<file path="src/rtl/multicycle_ctrl.sv">
// Multi-cycle control FSM for the KGP mini-RISC datapath: FETCH/DECODE/EXEC/MEM/WB sequencing.
// Optional MULTICYCLE_CTRL_DMEM_WAIT_EN: MEM is held until dmem_ready is seen on a clock edge.
module multicycle_ctrl #(
  parameter int ALU_OP_W = 4,
  parameter int BR_OP_W  = 5
) (
  input  logic                clk,
  input  logic                rst,
  input  logic [5:0]          opcode,
  input  logic [5:0]          func,
  input  logic                dmem_ready,
  output logic                ir_load,
  output logic                pc_update,
  output logic [1:0]          reg_write,
  output logic                imm_mux_ctrl,
  output logic                alu_mux_ctrl,
  output logic [ALU_OP_W-1:0] alu_op,
  output logic                dmem_enable,
  output logic                dmem_write_enable,
  output logic [1:0]          reg_write_mux_ctrl,
  output logic [BR_OP_W-1:0]  br_op,
  output logic                busy,
  output logic                illegal,
  output logic [2:0]          state_dbg
);

  typedef enum logic [2:0] {
    RESET_S = 3'd0,
    FETCH   = 3'd1,
    DECODE  = 3'd2,
    EXEC    = 3'd3,
    MEM     = 3'd4,
    WB      = 3'd5,
    HALT    = 3'd6
  } state_t;

  localparam logic [5:0] OP_R    = 6'b000000;
  localparam logic [5:0] OP_I    = 6'b000001;
  localparam logic [5:0] OP_LW   = 6'b000010;
  localparam logic [5:0] OP_SW   = 6'b000011;
  localparam logic [5:0] OP_BR   = 6'b000100;
  localparam logic [5:0] OP_HALT = 6'b111111;

  state_t     state, state_nx;
  logic [5:0] op_q;
  logic [4:0] fn_q;
  logic       live_legal;
  logic       mem_done;
  logic       unused_in;

  // Memory handshake: dmem_enable is a request held with all MEM outputs
  // stable; the access completes on the first rising edge where dmem_ready=1.
`ifdef MULTICYCLE_CTRL_DMEM_WAIT_EN
  assign mem_done  = dmem_ready;
  assign unused_in = func[5];
`else
  assign mem_done  = 1'b1;
  assign unused_in = func[5] ^ dmem_ready;
`endif

  assign live_legal = (opcode == OP_R) || (opcode == OP_I) || (opcode == OP_LW) ||
                      (opcode == OP_SW) || (opcode == OP_BR);
  assign state_dbg  = state;

  always_ff @(posedge clk or negedge rst) begin
    if (!rst) begin
      state <= RESET_S;
      op_q  <= 6'd0;
      fn_q  <= 5'd0;
    end else begin
      state <= state_nx;
      if (state == DECODE) begin
        op_q <= opcode;
        fn_q <= func[4:0];
      end
    end
  end

  always_comb begin
    state_nx           = state;
    ir_load            = 1'b0;
    pc_update          = 1'b0;
    reg_write          = 2'b00;
    imm_mux_ctrl       = 1'b0;
    alu_mux_ctrl       = 1'b0;
    alu_op             = '0;
    dmem_enable        = 1'b0;
    dmem_write_enable  = 1'b0;
    reg_write_mux_ctrl = 2'b00;
    br_op              = '0;
    illegal            = 1'b0;
    busy               = (state != RESET_S) && (state != HALT);

    // ALU setup is held from EXEC until the instruction retires.
    if ((state == EXEC) || (state == MEM) || (state == WB)) begin
      case (op_q)
        OP_R:         alu_op = fn_q[ALU_OP_W-1:0];
        OP_I: begin
          alu_op       = fn_q[ALU_OP_W-1:0];
          imm_mux_ctrl = 1'b1;
          alu_mux_ctrl = 1'b1;
        end
        OP_LW, OP_SW: begin
          imm_mux_ctrl = 1'b1;
          alu_mux_ctrl = 1'b1;
        end
        default: ;
      endcase
    end

    case (state)
      RESET_S: state_nx = FETCH;
      FETCH: begin
        ir_load  = 1'b1;
        state_nx = DECODE;
      end
      DECODE: begin
        // The opcode is only valid from the freshly loaded IR here, so the
        // illegal trap is the one output decoded from the live inputs.
        if (opcode == OP_HALT) begin
          state_nx = HALT;
        end else if (live_legal) begin
          state_nx = EXEC;
        end else begin
          illegal   = 1'b1;
          pc_update = 1'b1;
          state_nx  = FETCH;
        end
      end
      EXEC: begin
        case (op_q)
          OP_R, OP_I:   state_nx = WB;
          OP_LW, OP_SW: state_nx = MEM;
          default: begin
            br_op     = fn_q[BR_OP_W-1:0];
            pc_update = 1'b1;
            state_nx  = FETCH;
          end
        endcase
      end
      MEM: begin
        dmem_enable       = 1'b1;
        dmem_write_enable = (op_q == OP_SW);
        if (mem_done) begin
          pc_update = (op_q == OP_SW);
          state_nx  = (op_q == OP_SW) ? FETCH : WB;
        end
      end
      WB: begin
        pc_update = 1'b1;
        state_nx  = FETCH;
        if (op_q == OP_LW) begin
          reg_write          = 2'b10;
          reg_write_mux_ctrl = 2'b01;
        end else begin
          reg_write          = 2'b01;
          reg_write_mux_ctrl = 2'b10;
        end
      end
      HALT:    state_nx = HALT;
      default: state_nx = RESET_S;
    endcase
  end

endmodule
</file>
<file path="config.mk">
export PLATFORM = sky130hd
export DESIGN_NAME = multicycle_ctrl
export DESIGN_NICKNAME = d
export VERILOG_FILES = /design/src/rtl/multicycle_ctrl.sv
export SDC_FILE = /design/constraint.sdc
export NUM_CORES = 1
export LEC_CHECK = 0
export CAP_MARGIN = 20
export CORE_MARGIN = 1.5
export CORE_UTILIZATION = 36
export CTS_CLUSTER_DIAMETER = 30
export DETAILED_ROUTE_END_ITERATION = 7
export PLACE_DENSITY_LB_ADDON = 0.2
export SLEW_MARGIN = 10
export SYNTH_ARGS = -nofsm -noshare
export SYNTH_HDL_FRONTEND = slang
export SYNTH_SLANG_ARGS = --single-unit
</file>
<file path="constraint.sdc">
create_clock -name clk -period 1.5 [get_ports clk]
set_input_delay 0.225 -clock clk [delete_from_list [all_inputs] [get_ports clk]]
set_output_delay 0.225 -clock clk [all_outputs]
set_load 0.01 [all_outputs]
</file>
==> results of run 1 <==
[layer usage]
layer	part of all wire (%)	global-route usage, %	wire length (µm)	up-vias
li1	-	-	-	445
met4	1.5	7.21	50	0
met1	39	25.3	1260	487
met2	55	42.9	1780	41
met5	0	0	0	-
met3	5.0	3.80	164	5
[report_power, final]
part           internal, µW  leakage (µW)  switching [µW]  total [µW]
clock network           148     0.0000210             136         284
logic                   895      0.000695             557        1450
registers               550      0.000166             157         707
total                  1590      0.000882             850        2440
[kinds of logic (layout without fill, tap and decap cells)]
kind of cell / Yosys count / in the layout / share of synthesized area (%)
AOI/OAI and AO/OA: 11 / 11 / 10.8
buffers and inverters: 4 / 90 / 4.04
DFF: 14 / 14 / 41.9
muxes: 11 / 11 / 17.5
and+or+nand+nor: 37 / 37 / 25.7
[stage by stage]
stage | std cells | setup TNS, ns | worst slack [ns] | area, µm² | utilization (%)
final | 191 | -10.57 | -0.630 | 1750 | 79.2
after floorplan | 77 | -0.424 | -0.0755 | 873 | -
after global routing | 191 | -12.20 | -0.675 | 1750 | 79.2
after detailed placement | 166 | -10.70 | -0.689 | 1450 | 65.7
after global placement | 166 | -9.67 | -0.600 | 1450 | 65.7
after CTS | 182 | -9.36 | -0.656 | 1640 | 74.1
[worst register-to-register path, stage by stage, from the launching register on]
cell and delay [ns]:
sky130_fd_sc_hd__dfrtp_1 0.40, sky130_fd_sc_hd__buf_4 0.15, sky130_fd_sc_hd__nor4_4 0.32, sky130_fd_sc_hd__nand3_1 0.18, sky130_fd_sc_hd__buf_6 0.15, sky130_fd_sc_hd__o21ai_0 0.23
sky130_fd_sc_hd__o21ai_0 0.19
[cells in the final DEF (no fill, tap or decap), types with 2 or more instances in the layout]
cell	Yosys	routed
sky130_fd_sc_hd__nand3_1	2	2
sky130_fd_sc_hd__clkdlybuf4s50_1	0	12
sky130_fd_sc_hd__nand2_1	4	2
sky130_fd_sc_hd__and2_1	9	5
sky130_fd_sc_hd__buf_2	0	11
sky130_fd_sc_hd__nor2_1	7	4
sky130_fd_sc_hd__nor2b_4	0	3
sky130_fd_sc_hd__dlygate4sd2_1	0	6
sky130_fd_sc_hd__o21ai_0	3	2
sky130_fd_sc_hd__buf_4	3	36
sky130_fd_sc_hd__dfrtp_1	14	14
sky130_fd_sc_hd__and2_4	0	4
sky130_fd_sc_hd__nor2_4	0	3
sky130_fd_sc_hd__nand2b_4	0	2
sky130_fd_sc_hd__mux2_4	6	11
sky130_fd_sc_hd__buf_6	1	20
sky130_fd_sc_hd__clkbuf_4	0	3
sky130_fd_sc_hd__a211oi_4	0	2
[cells in the mapped netlist (2+ instances only)]
cell / count / area share [%]
sky130_fd_sc_hd__and2_1: 9 / 6.7
sky130_fd_sc_hd__dfrtp_1: 14 / 42
sky130_fd_sc_hd__nor2_1: 7 / 3.1
sky130_fd_sc_hd__mux2_2: 5 / 6.7
sky130_fd_sc_hd__nor3_1: 2 / 1.2
sky130_fd_sc_hd__nand2b_1: 2 / 1.5
sky130_fd_sc_hd__nor2b_1: 4 / 3.0
sky130_fd_sc_hd__nand2_1: 4 / 1.8
sky130_fd_sc_hd__o21ai_0: 3 / 1.8
sky130_fd_sc_hd__mux2_4: 6 / 11
sky130_fd_sc_hd__nand3_1: 2 / 1.2
sky130_fd_sc_hd__buf_4: 3 / 2.7
[final cells by class]
cell class                      instances  area, µm²  area share, %
Sequential cell                        14        350           20.0
Timing Repair Buffer                   86        728           41.5
Multi-Input combinational cell         59        603           34.4
Tap cell                               28       35.0           2.00
Clock buffer                            4       36.3           2.07
[path summary, 6_finish.rpt]
path                                end  slack [ns]
hold reg to reg                 fn_q[4]        0.53
max in group asynchronous       fn_q[4]        1.07
setup reg to reg           state_dbg[2]       -0.26
hold / removal                  fn_q[0]        0.25
min in group clk                fn_q[4]        0.53
setup / recovery              alu_op[0]       -0.63
[sequential cells by signal (all words and copies together) (netlist names)]
name / cells
fn_q: 5
op_q: 6
state_dbg: 3
[timing repair]
action                                  CTS  global route
resized for setup                       106            21
pin swaps                                13             7
setup buffers                            14            12
endpoints found under the setup margin   35            34
==> results, run 1 <==
- The run finished, with violations left.
- The checks that failed: negative setup slack.
- After synthesis, the share of flip-flops with an asynchronous set or reset is 100%.
- The slowest stage of the critical path belongs to the cell sky130_fd_sc_hd__or4_4.
- The worst hold margin is between 0.2 and 0.3 ns.
- The overall die height is 51.2 µm.
- Setup repair after global routing could not meet its margin everywhere.
- The sort of element at the end of the critical path is an output pin.
- The via count normalized by instance count is between 5 and 6.
- The via count of the first global-routing pass is 921.
- The completed layout was analyzed and its total power is about 2400 µW.
- Of all nets on the critical path, the largest fanout is 3.
- The source-to-sink clock delay at the later pin of the worst-skew pair is 0.29 ns.
- The post-CTS clock slew at the launch and capture registers of the worst setup and hold paths is 0.09 ns.
- The gate count after technology mapping is 77.
- The layout has 147 filler cells.
- Timing would allow up to 0.469 GHz.
- The buffer depth of the longest clock path is 2.
- The number of rows created at floorplan is 17.
- The starting utilization of the core area is a little under two fifths.
- At the end of the flow, the number of nets in the layout was 179.
- Before antenna repair, the detailed router went through 4 iterations.
- The number of buffers created by CTS is 3.
- Across the VDD grid, the largest voltage drop is 1110 µV.
- The source of the worst register-to-register timing path is op_q[2].
- After layout, the minimum clock period comes to 2.13 ns.
- Synthesis inferred 14 register bits.
- The wire-length estimate of the detail-placed layout is 1.70 mm.
- The final number of hold-violating endpoints is 0.
- The reported leakage power is 0.000882 µW.
- The die area is between 2000 and 3000 µm².
- The synthesized design contains 0 enable-type register cells.
- Traced cell by cell, the critical path runs through or4_4 > a211oi_4 > buf_6 > buf_6 > and2_4 > buf_6.
- Of the synthesized area, sequential elements account for roughly two fifths.
- The type of the most critical hold path is input pin to async pin.
- The number of nets with antenna violations after detailed routing is 0.
- The startpoint type of the worst setup path is a flip-flop.
- Together, buffers and inverters on the worst path number 3.
- The mapped cell area is 836 µm².
- The transition time of the tightest slew-check pin is ~0.36 ns.
- The wire length after detailed routing is ~3.2 mm.
- The required time of the critical path is 1.27 ns.
- The horizontal extent of the die is 51.2 µm.
- Clock skew on the completed layout was measured at 0.00665 ns.
- Entering global routing, the biggest net connects 15 pins.
- Counting every sink on the clock net gives 14.
- The final count of negative-setup-slack endpoints is 33.
- Headroom to the max-slew limit came out at 76.0%.
- The clock tree root driver cell is sky130_fd_sc_hd__clkbuf_4.
- The number of antenna violations at the first check in global routing is 0.
- The Yosys step of the flow raised 0 warnings.
- The mean area per synthesized cell is between 10 and 15 µm².
- After floorplanning, the core was sized to cover 2210 µm².
- The total overflow reported by the global router is 0.
- After synthesis, the netlist uses 28 different library cells.
- The number of max-cap violations is 0.
- In this run the number of H-tree levels came out at 1.
- The area growth from synthesis to layout is 110%.
- The number of ports placed on the die boundary is 39.
- In the routed design, unresolved DRC markers number 0.
- For the worst flop-to-flop path, the logic depth is 6.
- The most prevalent standard cell on the critical path is sky130_fd_sc_hd__buf_6.
- For this run, the leading register cell type out of synthesis is sky130_fd_sc_hd__dfrtp_1.
- The source of the critical timing path is op_q[5].
- Global routing used between 20% and 30% of the available tracks across all layers.
- For this design the ratio of total power to cell area is 1390 nW/µm².
- The family of cells with the greatest summed delay on the critical path is simple AND/OR/NAND/NOR gates.
- The final critical path takes up 142% of the cycle.
- The initial DRC count is 19.
- After clock tree synthesis, the flow added hold-fix buffers numbering 0.
- At the end of routability-driven placement, the weighted congestion stood at 0.781.
- The number of nets handed over by synthesis was 92.
- Across all setup checks in the final design, the least slack found is -0.630 ns.
- In this design, the stage delay of the slowest critical-path cell is 0.57 ns.
- The first global-routing pass estimated 4.31 mm of wire.
- The critical path crosses 6 cells after its start point.
- The worst path arrival time is around 1.9 ns.
- The fraction of layout cells with a size suffix above 1 is 66.3%.
- The number of max-slew violations in the final report is 0.
- TritonCTS built the clock tree.
- The via count is 978.
- The count of buffers from port buffering is 36.
- The number of antenna cells inserted is 0.
- In the final routed layout, each cell accounts on average for 17.0 µm.
- The category of the most critical setup path is flip-flop to output pin.
No activity file was read; power rests on OpenSTA's default activity.
==> inputs of run 2 (changes only) <==
--- a/config.mk
+++ b/config.mk
@@ -5,11 +5,13 @@
 export SDC_FILE = /design/constraint.sdc
 export NUM_CORES = 1
 export LEC_CHECK = 0
+export ABC_AREA = 1
 export CAP_MARGIN = 20
 export CORE_MARGIN = 1.5
-export CORE_UTILIZATION = 36
+export CORE_UTILIZATION = 38
 export CTS_CLUSTER_DIAMETER = 30
 export DETAILED_ROUTE_END_ITERATION = 7
+export MAX_ROUTING_LAYER = met4
 export PLACE_DENSITY_LB_ADDON = 0.2
 export SLEW_MARGIN = 10
 export SYNTH_ARGS = -nofsm -noshare
==> run 2 against run 1 <==
Effect of this change: the run still ends with negative setup slack left; non-clock buffer count decreased by 12; synthesized area increased by 13%; combinational power increased by 70%; critical endpoint is now pc_update; synthesized cell count increased by 71%; largest cell class is now multi-input combinational cells.
==> results, run 2 <==
- The count of clock tree sinks is 14 (unchanged).
- The via count is 1124 (was 978).
- Top cells by area in the synthesized netlist: sky130_fd_sc_hd__dfrtp_1, sky130_fd_sc_hd__nand2_1, sky130_fd_sc_hd__inv_1 (was sky130_fd_sc_hd__dfrtp_1, sky130_fd_sc_hd__mux2_4, sky130_fd_sc_hd__and2_1).
- The flip-flop count of the largest register, all copies and words added is 6 (unchanged).
- The worst path arrival time was 1.50 ns (was 1.91 ns).
- The starting utilization of the core area was 41.3% (was 37.8%).
- The number of antenna violations at the first check in global routing came to 0 (unchanged).
- The ratio of total power to cell area is 2030 nW/µm² (was 1390 nW/µm²).
- The category of the most critical setup path is flip-flop to output pin (unchanged).
- The placeable core area is 2280 µm² (was 2210 µm²).
- The total overflow reported by the global router came to 0 (unchanged).
- The flip-flop and latch count after synthesis is 14 (unchanged).
- Run status: complete, but fails checks (unchanged).
- The proportion of synthesized flip-flops having asynchronous set or reset is 100% (unchanged).
- The number of remaining DRC errors came to 0 (unchanged).
- Violated checks: negative setup slack (unchanged).
- The number of buffers created by CTS came to 3 (unchanged).
- The final number of hold-violating endpoints came to 0 (unchanged).
- The largest stage delay on the critical path is 0.41 ns (was 0.57 ns).
- Unrepaired setup endpoints after global routing: true (unchanged).
- The pin count of the biggest net entering global routing is 18 (was 15).
- The sum of negative setup slack is -3.14 ns (was -10.57 ns).
- The initial DRC count was 25 (was 19).
- The startpoint type of the worst setup path is a flip-flop (unchanged).
- The buffer depth of the longest clock path is 2 (unchanged).
- The sequential area share after synthesis is 37.2% (was 41.9%).
- The flip-flop cell with the highest count after synthesis is sky130_fd_sc_hd__dfrtp_1 (unchanged).
- The type of the most critical hold path was input pin to async pin (unchanged).
- The required time of the critical path is 1.27 ns (about the same).
- The number of nets with antenna violations after detailed routing is 0 (unchanged).
- The maximum net fanout on the critical path was 6 (was 3).
- The most prevalent standard cell on the critical path is sky130_fd_sc_hd__nor2_2 (was sky130_fd_sc_hd__buf_6).
- The reported leakage power is 0.000937 µW (was 0.000882 µW).
- The highest-delay cell along the critical path is sky130_fd_sc_hd__dfrtp_1 (was sky130_fd_sc_hd__or4_4).
- The number of antenna cells inserted was 0 (unchanged).
- Crit-path cells: nor2_4 > buf_4 > nand3_2 > nor2_2 > nor2_2 > nand2_1 > buf_2 (was or4_4 > a211oi_4 > buf_6 > buf_6 > and2_4 > buf_6).
- The global-route wire length before repair came to 4.76 mm (was 4.31 mm).
- The worst hold margin is 0.250 ns (was 0.251 ns).
- The most frequent cell after synthesis is sky130_fd_sc_hd__nand2_1 (was sky130_fd_sc_hd__dfrtp_1).
- The number of nets produced by synthesis is 147 (was 92).
- The post-CTS clock slew at the launch and capture registers of the worst setup and hold paths is 0.08 ns (was 0.09 ns).
- The final instance area is 1710 µm² (was 1750 µm²).
- The count of unique library cells instantiated by Yosys was 21 (was 28).
- The number of rows created at floorplan is 17 (unchanged).
- The clock tree root driver cell is sky130_fd_sc_hd__clkbuf_4 (unchanged).
- Highest-count cells in the layout ignoring fill and taps: sky130_fd_sc_hd__nand2_1, sky130_fd_sc_hd__buf_4, sky130_fd_sc_hd__inv_1, sky130_fd_sc_hd__buf_2 (was sky130_fd_sc_hd__buf_4, sky130_fd_sc_hd__buf_6, sky130_fd_sc_hd__dfrtp_1).
- The horizontal extent of the die is 52.8 µm (was 51.2 µm).
- The total number of nets in the final design is 221 (was 179).
- The sort of element at the end of the critical path was an output pin (unchanged).
- The number of ports placed on the die boundary is 39 (unchanged).
- The mean area per synthesized cell is 7.13 µm² (was 10.9 µm²).
- The overall track demand over capacity in global routing came to 24.2% (was 22.6%).
- The post-route worst setup slack is -0.229 ns (was -0.630 ns).
- The average wire per standard cell came to 13.1 µm (was 17.0 µm).
- The area added between synthesis and finish is 81.6% (was 110%).
- The source-to-sink clock delay at the later pin of the worst-skew pair came to 0.28 ns (was 0.29 ns).
- The number of buffers added to fix hold violations after cts came to 0 (unchanged).
- The final count of negative-setup-slack endpoints is 19 (was 33).
- The relative slew slack is 80.2% (was 76.0%).
- The overall die height is 52.8 µm (was 51.2 µm).
- The setup slack at placement is -0.416 ns (was -0.689 ns).
- The final cell utilization of the core is 75.1% (was 79.2%).
- The maximum level of the CTS H-tree is 1 (unchanged).
- The combined flip-flop and latch cell area was 352 µm² (was 350 µm²).
- The fraction of layout cells with a size suffix above 1 is 52.7% (was 66.3%).
- The maximum clock rate came to 0.578 GHz (was 0.469 GHz).
- The count of filler cells inserted in the layout is 177 (was 147).
- The total of warnings raised by yosys is 0 (unchanged).
- The multi-input combinational cell area was 606 µm² (was 603 µm²).
- The via count normalized by instance count was 4.82 (was 5.12).
- The CTS tree is built (unchanged).
- List of most frequent post-synthesis cells: sky130_fd_sc_hd__nand2_1, sky130_fd_sc_hd__inv_1, sky130_fd_sc_hd__dfrtp_1, sky130_fd_sc_hd__nor2_1, sky130_fd_sc_hd__nand3_1 (was sky130_fd_sc_hd__dfrtp_1, sky130_fd_sc_hd__and2_1, sky130_fd_sc_hd__nor2_1, sky130_fd_sc_hd__mux2_4, sky130_fd_sc_hd__mux2_2).
- The number of max-slew violations in the final report came to 0 (unchanged).
- The via count of the first global-routing pass was 1089 (was 921).
- The mapped cell area is 941 µm² (was 836 µm²).
- The final critical path time including I/O delays and setup is 1.73 ns (was 2.13 ns).
- The number of optimization iterations in the first detailed-route pass came to 6 (was 4).
- The worst voltage drop across the vdd grid is 1430 µV (was 1110 µV).
- The cell taking the most area after synthesis is sky130_fd_sc_hd__dfrtp_1 (unchanged).
- The count of buffers from port buffering is 36 (unchanged).
- The number of max-cap violations is 0 (unchanged).
- The fraction of synthesized cell area taken by the top area cell type is 37.2% (was 41.9%).
- The die area is 2780 µm² (was 2620 µm²).
- The detailed-placement wirelength estimate is 1.87 mm (was 1.70 mm).
- The wire length after detailed routing is 3.05 mm (was 3.25 mm).
- The transition time of the tightest slew-check pin is 0.295 ns (was 0.355 ns).
- The setup skew after layout is 0.00272 ns (was 0.00665 ns).
- The count of flip-flops with a built-in enable after synthesis came to 0 (unchanged).
- The final critical-path share of the clock period is 115% (was 142%).
- The placed instance area is 1490 µm² (was 1450 µm²).
- The weighted congestion at the end of routability-driven global placement is 0.787 (was 0.781).
- The top register by number of flip-flops was op_q (unchanged).
- The gate count after technology mapping came to 132 (was 77).
==> run 2: cell types whose count changed after synthesis, moves of 5 or more <==
| cell | change |
|---|---|
| sky130_fd_sc_hd__nor2_1 | +6 |
| sky130_fd_sc_hd__o21ai_2 | +6 |
| sky130_fd_sc_hd__inv_1 | +22 |
| sky130_fd_sc_hd__nand2_1 | +31 |
| sky130_fd_sc_hd__mux2_2 | -5 |
| sky130_fd_sc_hd__mux2_4 | -6 |
| sky130_fd_sc_hd__a21oi_1 | +6 |
| sky130_fd_sc_hd__nand2_2 | +5 |
| sky130_fd_sc_hd__and2_1 | -9 |
| sky130_fd_sc_hd__nand3_1 | +8 |
==> run 2: final timing paths <==
check                             start            to  slack (ns)  cells past startpoint
setup reg to reg           state_dbg[1]  state_dbg[1]        0.12                      8
max in group asynchronous           rst  state_dbg[0]        1.07                      2
hold / removal                      rst       op_q[1]        0.25                      2
setup / recovery                op_q[3]     pc_update       -0.23                      7
min in group clk              opcode[3]       op_q[3]        0.33                      3
hold reg to reg                 fn_q[4]       fn_q[4]        0.52                      2
==> run 2: repair_timing <==
item	in CTS	in global routing
endpoints found under the hold margin	0	0
cloned	0	0
pin swaps	16	9
buffers inserted	10	4
resized for setup	117	26
endpoints found under the setup margin	24	21
==> run 2: final cells by class <==
cell class              count  share of cell area [%]
multi-input cells          89                    35.4
flip-flops and latches     14                    20.6
well taps                  28                    2.05
repair buffers             74                    34.1
clock buffers               4                    2.12
inverters                  24                    5.71
==> run 2: stage by stage <==
stage / instances / power [µW]
after floorplan: 132 / 1700
after global placement: 216 / 2470
after detailed placement: 216 / 2510
after CTS: 230 / 3040
after global routing: 233 / 3710
final: 233 / 3470
==> run 2: worst max-delay path: cells and delay by family (launching register included) <==
| kind | cells | cell delay [ns] |
|---|---|---|
| buf+inv | 2 | 0.27 |
| flops | 1 | 0.41 |
| simple gates | 5 | 0.53 |
==> run 2: kinds of logic (layout without fill, tap and decap cells) <==
family                 Yosys count  count (layout)  synth area share (%)
flip-flops                      14              14                  37.2
buffers and inverters           29             102                  14.6
AO/OA/AOI/OAI                   17              17                  12.0
AND/OR/NAND/NOR                 72              72                  36.2
==> run 2: where the power goes <==
| part | leakage, µW | switching (µW) | internal [µW] | total (µW) |
|---|---|---|---|---|
| sequential | 0.000172 | 165 | 566 | 731 |
| clock | 0.0000210 | 122 | 148 | 270 |
| combinational | 0.000744 | 1310 | 1160 | 2470 |
==> run 2: per-layer routing <==
layer,share of wire [%],track usage [%]
met2,54,42.5
met3,3.6,3.43
met4,1.5,8.55
met5,0,-
met1,41,28.1
==> inputs of run 3 (changes only) <==
--- a/config.mk
+++ b/config.mk
@@ -12,7 +12,7 @@
 export CTS_CLUSTER_DIAMETER = 30
 export DETAILED_ROUTE_END_ITERATION = 7
 export MAX_ROUTING_LAYER = met4
-export PLACE_DENSITY_LB_ADDON = 0.2
+export PLACE_DENSITY = 0.75
 export SLEW_MARGIN = 10
 export SYNTH_ARGS = -nofsm -noshare
 export SYNTH_HDL_FRONTEND = slang
==> constraint.sdc (replaced) <==
create_clock -name clk -period 1.5 [get_ports clk]
set_input_delay 0.45 -clock clk [delete_from_list [all_inputs] [get_ports clk]]
set_output_delay 0.45 -clock clk [all_outputs]
set_load 0.01 [all_outputs]
==> run 3 against run 2 <==
Effect of this change: the flow still finishes with violations (negative setup slack); combinational power up 9.3%; global-route usage is 3.3 points higher; critical path depth decreased by 1; first-iteration DRC count is 4.0% lower; fmax decreased by 12%; clock skew rose by 0.00070 ns; sequential share of layout area decreased by 1.4 points; flip-flop and latch count stayed put; core utilization rose by 5.9 points; register-to-register slack worse by 0.13 ns; via count is 11% higher; non-clock buffer count is 16 higher; critical endpoint is now reg_write[1]; largest cell class is now non-clock buffers.
==> results, run 3 (synthesis results as in run 2) <==
- The required time of the critical path is 1.05 ns (was 1.27 ns).
- The top register by number of flip-flops was op_q (unchanged).
- The die area is 2780 µm² (unchanged).
- The final critical-path share of the clock period came to 131% (was 115%).
- The combinational share of power came to 72.6% (was 71.2%).
- The clock tree root driver cell is sky130_fd_sc_hd__clkbuf_4 (unchanged).
- The detailed-placement wirelength estimate is 2.05 mm (was 1.87 mm).
- The maximum net fanout on the critical path is 4 (was 6).
- The met3 track utilization from global routing is 5.43% (was 3.43%).
- The post-CTS clock slew at the launch and capture registers of the worst setup and hold paths came to 0.08 ns (about the same).
- The flip-flop count of the largest register, all copies and words added is 6 (unchanged).
- The setup skew after layout is 0.00342 ns (was 0.00272 ns).
- The number of max-cap violations is 0 (unchanged).
- The sequential group share of total power is 20.2% (was 21.0%).
- The worst voltage drop across the vdd grid is 1410 µV (was 1430 µV).
- The number of buffers added to fix hold violations after cts is 0 (unchanged).
- Highest-count cells in the layout ignoring fill and taps: sky130_fd_sc_hd__buf_4, sky130_fd_sc_hd__nand2_1, sky130_fd_sc_hd__buf_6 (was sky130_fd_sc_hd__nand2_1, sky130_fd_sc_hd__buf_4, sky130_fd_sc_hd__inv_1, sky130_fd_sc_hd__buf_2).
- The placed instance area is 1550 µm² (was 1490 µm²).
- The count of clock tree sinks came to 14 (unchanged).
- The share of total power in the clock network is 7.2% (was 7.8%).
- The startpoint type of the worst setup path is a flip-flop (unchanged).
- Violated checks: negative setup slack (unchanged).
- The placeable core area is 2280 µm² (unchanged).
- The number of optimization iterations in the first detailed-route pass is 4 (was 6).
- The number of nets with antenna violations after detailed routing was 0 (unchanged).
- Unrepaired setup endpoints after global routing: true (unchanged).
- The number of standard cells in the final layout excluding fillers came to 249 (was 233).
- The weighted congestion at the end of routability-driven global placement is 0.781 (was 0.787).
- The final count of negative-setup-slack endpoints is 24 (was 19).
- The source-to-sink clock delay at the later pin of the worst-skew pair is 0.28 ns (about the same).
- The transition time of the tightest slew-check pin is 0.203 ns (was 0.295 ns).
- The sort of element at the end of the critical path is an output pin (unchanged).
- The final critical path time including I/O delays and setup is 1.96 ns (was 1.73 ns).
- The total overflow reported by the global router is 0 (unchanged).
- The internal power of the cells is 2040 µW (was 1880 µW).
- The number of rows created at floorplan is 17 (unchanged).
- The pin count of the biggest net entering global routing was 18 (unchanged).
- The via count of the first global-routing pass came to 1216 (was 1089).
- The final cell utilization of the core was 81.0% (was 75.1%).
- The average wire per standard cell is 15.1 µm (was 13.1 µm).
- The number of max-slew violations in the final report is 0 (unchanged).
- Run status: complete, but fails checks (unchanged).
- The overall track demand over capacity in global routing is 27.5% (was 24.2%).
- The sum of negative setup slack was -8.03 ns (was -3.14 ns).
- The met2 track utilization from global routing is 47.5% (was 42.5%).
- The area added between synthesis and finish is 95.9% (was 81.6%).
- The maximum clock rate is 0.511 GHz (was 0.578 GHz).
- The wire length after detailed routing is 3.75 mm (was 3.05 mm).
- The final number of hold-violating endpoints came to 0 (unchanged).
- The category of the most critical setup path was flip-flop to output pin (unchanged).
- The horizontal extent of the die is 52.8 µm (unchanged).
- The buffer depth of the longest clock path is 2 (unchanged).
- The initial DRC count is 24 (was 25).
- The net switching power figure is 1670 µW (was 1600 µW).
- The number of antenna cells inserted came to 0 (unchanged).
- The number of remaining DRC errors came to 0 (unchanged).
- The final instance area is 1840 µm² (was 1710 µm²).
- The worst hold margin was 0.412 ns (was 0.250 ns).
- The starting utilization of the core area is 41.3% (unchanged).
- The via count is 1250 (was 1124).
- The fraction of layout cells with a size suffix above 1 is 66.1% (was 52.7%).
- The total number of nets in the final design came to 237 (was 221).
- The number of ports placed on the die boundary is 39 (unchanged).
- The ratio of total power to cell area is 2020 nW/µm² (was 2030 nW/µm²).
- The worst path arrival time is 1.51 ns (was 1.50 ns).
- The overall die height is 52.8 µm (unchanged).
- The number of buffers created by CTS was 3 (unchanged).
- The leading cell type in the layout, fill and taps excluded is sky130_fd_sc_hd__buf_4.
- The most used routing layer is met2 (unchanged).
- The reported leakage power is 0.00100 µW (was 0.000937 µW).
- The post-route worst setup slack is -0.459 ns (was -0.229 ns).
- The CTS tree was built (unchanged).
- The met1 capacity usage during global routing is 31.0% (was 28.1%).
- The via count normalized by instance count is 5.02 (was 4.82).
- The maximum level of the CTS H-tree is 1 (unchanged).
- The count of buffers from port buffering came to 36 (unchanged).
- The number of antenna violations at the first check in global routing came to 0 (unchanged).
- The share of total power consumed by net switching was 45.0% (was 46.0%).
- The number of cells in the design after placement is 222 (was 216).
- The count of filler cells inserted in the layout is 140 (was 177).
- The relative slew slack is 86.5% (was 80.2%).
- The type of the most critical hold path is input pin to flip-flop (was input pin to async pin).
- The global-route wire length before repair is 5.39 mm (was 4.76 mm).
run 3: routing by layer:
metal,part of all wire (%),up-vias
met5,0,-
met2,55,36
met4,2.9,0
met3,2.8,12
met1,39,615
li1,-,587
run 3: path summary, 6_finish.rpt:
check	start	to	slack, ns	cells past startpoint
min in group asynchronous	rst	op_q[5]	0.48	2
max	op_q[5]	reg_write[1]	-0.46	6
max in group asynchronous	rst	state_dbg[0]	0.84	2
min reg2reg	fn_q[4]	fn_q[4]	0.55	2
min	opcode[0]	op_q[0]	0.41	3
max reg2reg	op_q[5]	state_dbg[0]	-0.01	8
run 3: stage by stage:
step                      total power, µW  worst slack, ns
after detailed placement             2660           -0.821
after global routing                 3930           -0.547
after CTS                            3310           -0.400
final                                3710           -0.459
after global placement               2590           -0.800
after floorplan                      1750           -0.125
run 3: repair_timing:
action                                 CTS  global route
pin swaps                               15            13
buffers inserted                        18            11
gates cloned                             0             0
setup endpoints to repair               24            30
endpoints found under the hold margin    0             0
gates resized for setup                144            47
run 3: worst max-delay path, cell delays in order, from the launching register on:
cell and delay, ns:
sky130_fd_sc_hd__dfrtp_1 0.43, sky130_fd_sc_hd__nor2_4 0.19, sky130_fd_sc_hd__buf_6 0.13, sky130_fd_sc_hd__nand4_1 0.10
sky130_fd_sc_hd__buf_4 0.18, sky130_fd_sc_hd__nor2_4 0.07, sky130_fd_sc_hd__buf_2 0.13
run 3: layout make-up:
cell class	instances	area (µm²)	share of cell area, %
repair buffers	90	727	39.4
multi-input cells	89	596	32.3
flip-flops and latches	14	354	19.2
inverters	24	95.1	5.16
clock buffers	4	36.3	1.97
well taps	28	35.0	1.90
run 3: power by group through the flow:
| stage | Clock (µW) | Sequential (µW) | Combinational (µW) |
|---|---|---|---|
| floorplan | 0 | 719 | 1030 |
| global placement | 0 | 711 | 1880 |
| detailed placement | 0 | 722 | 1940 |
| CTS | 272 | 716 | 2320 |
| global route | 304 | 766 | 2860 |
| finish | 268 | 750 | 2700 |
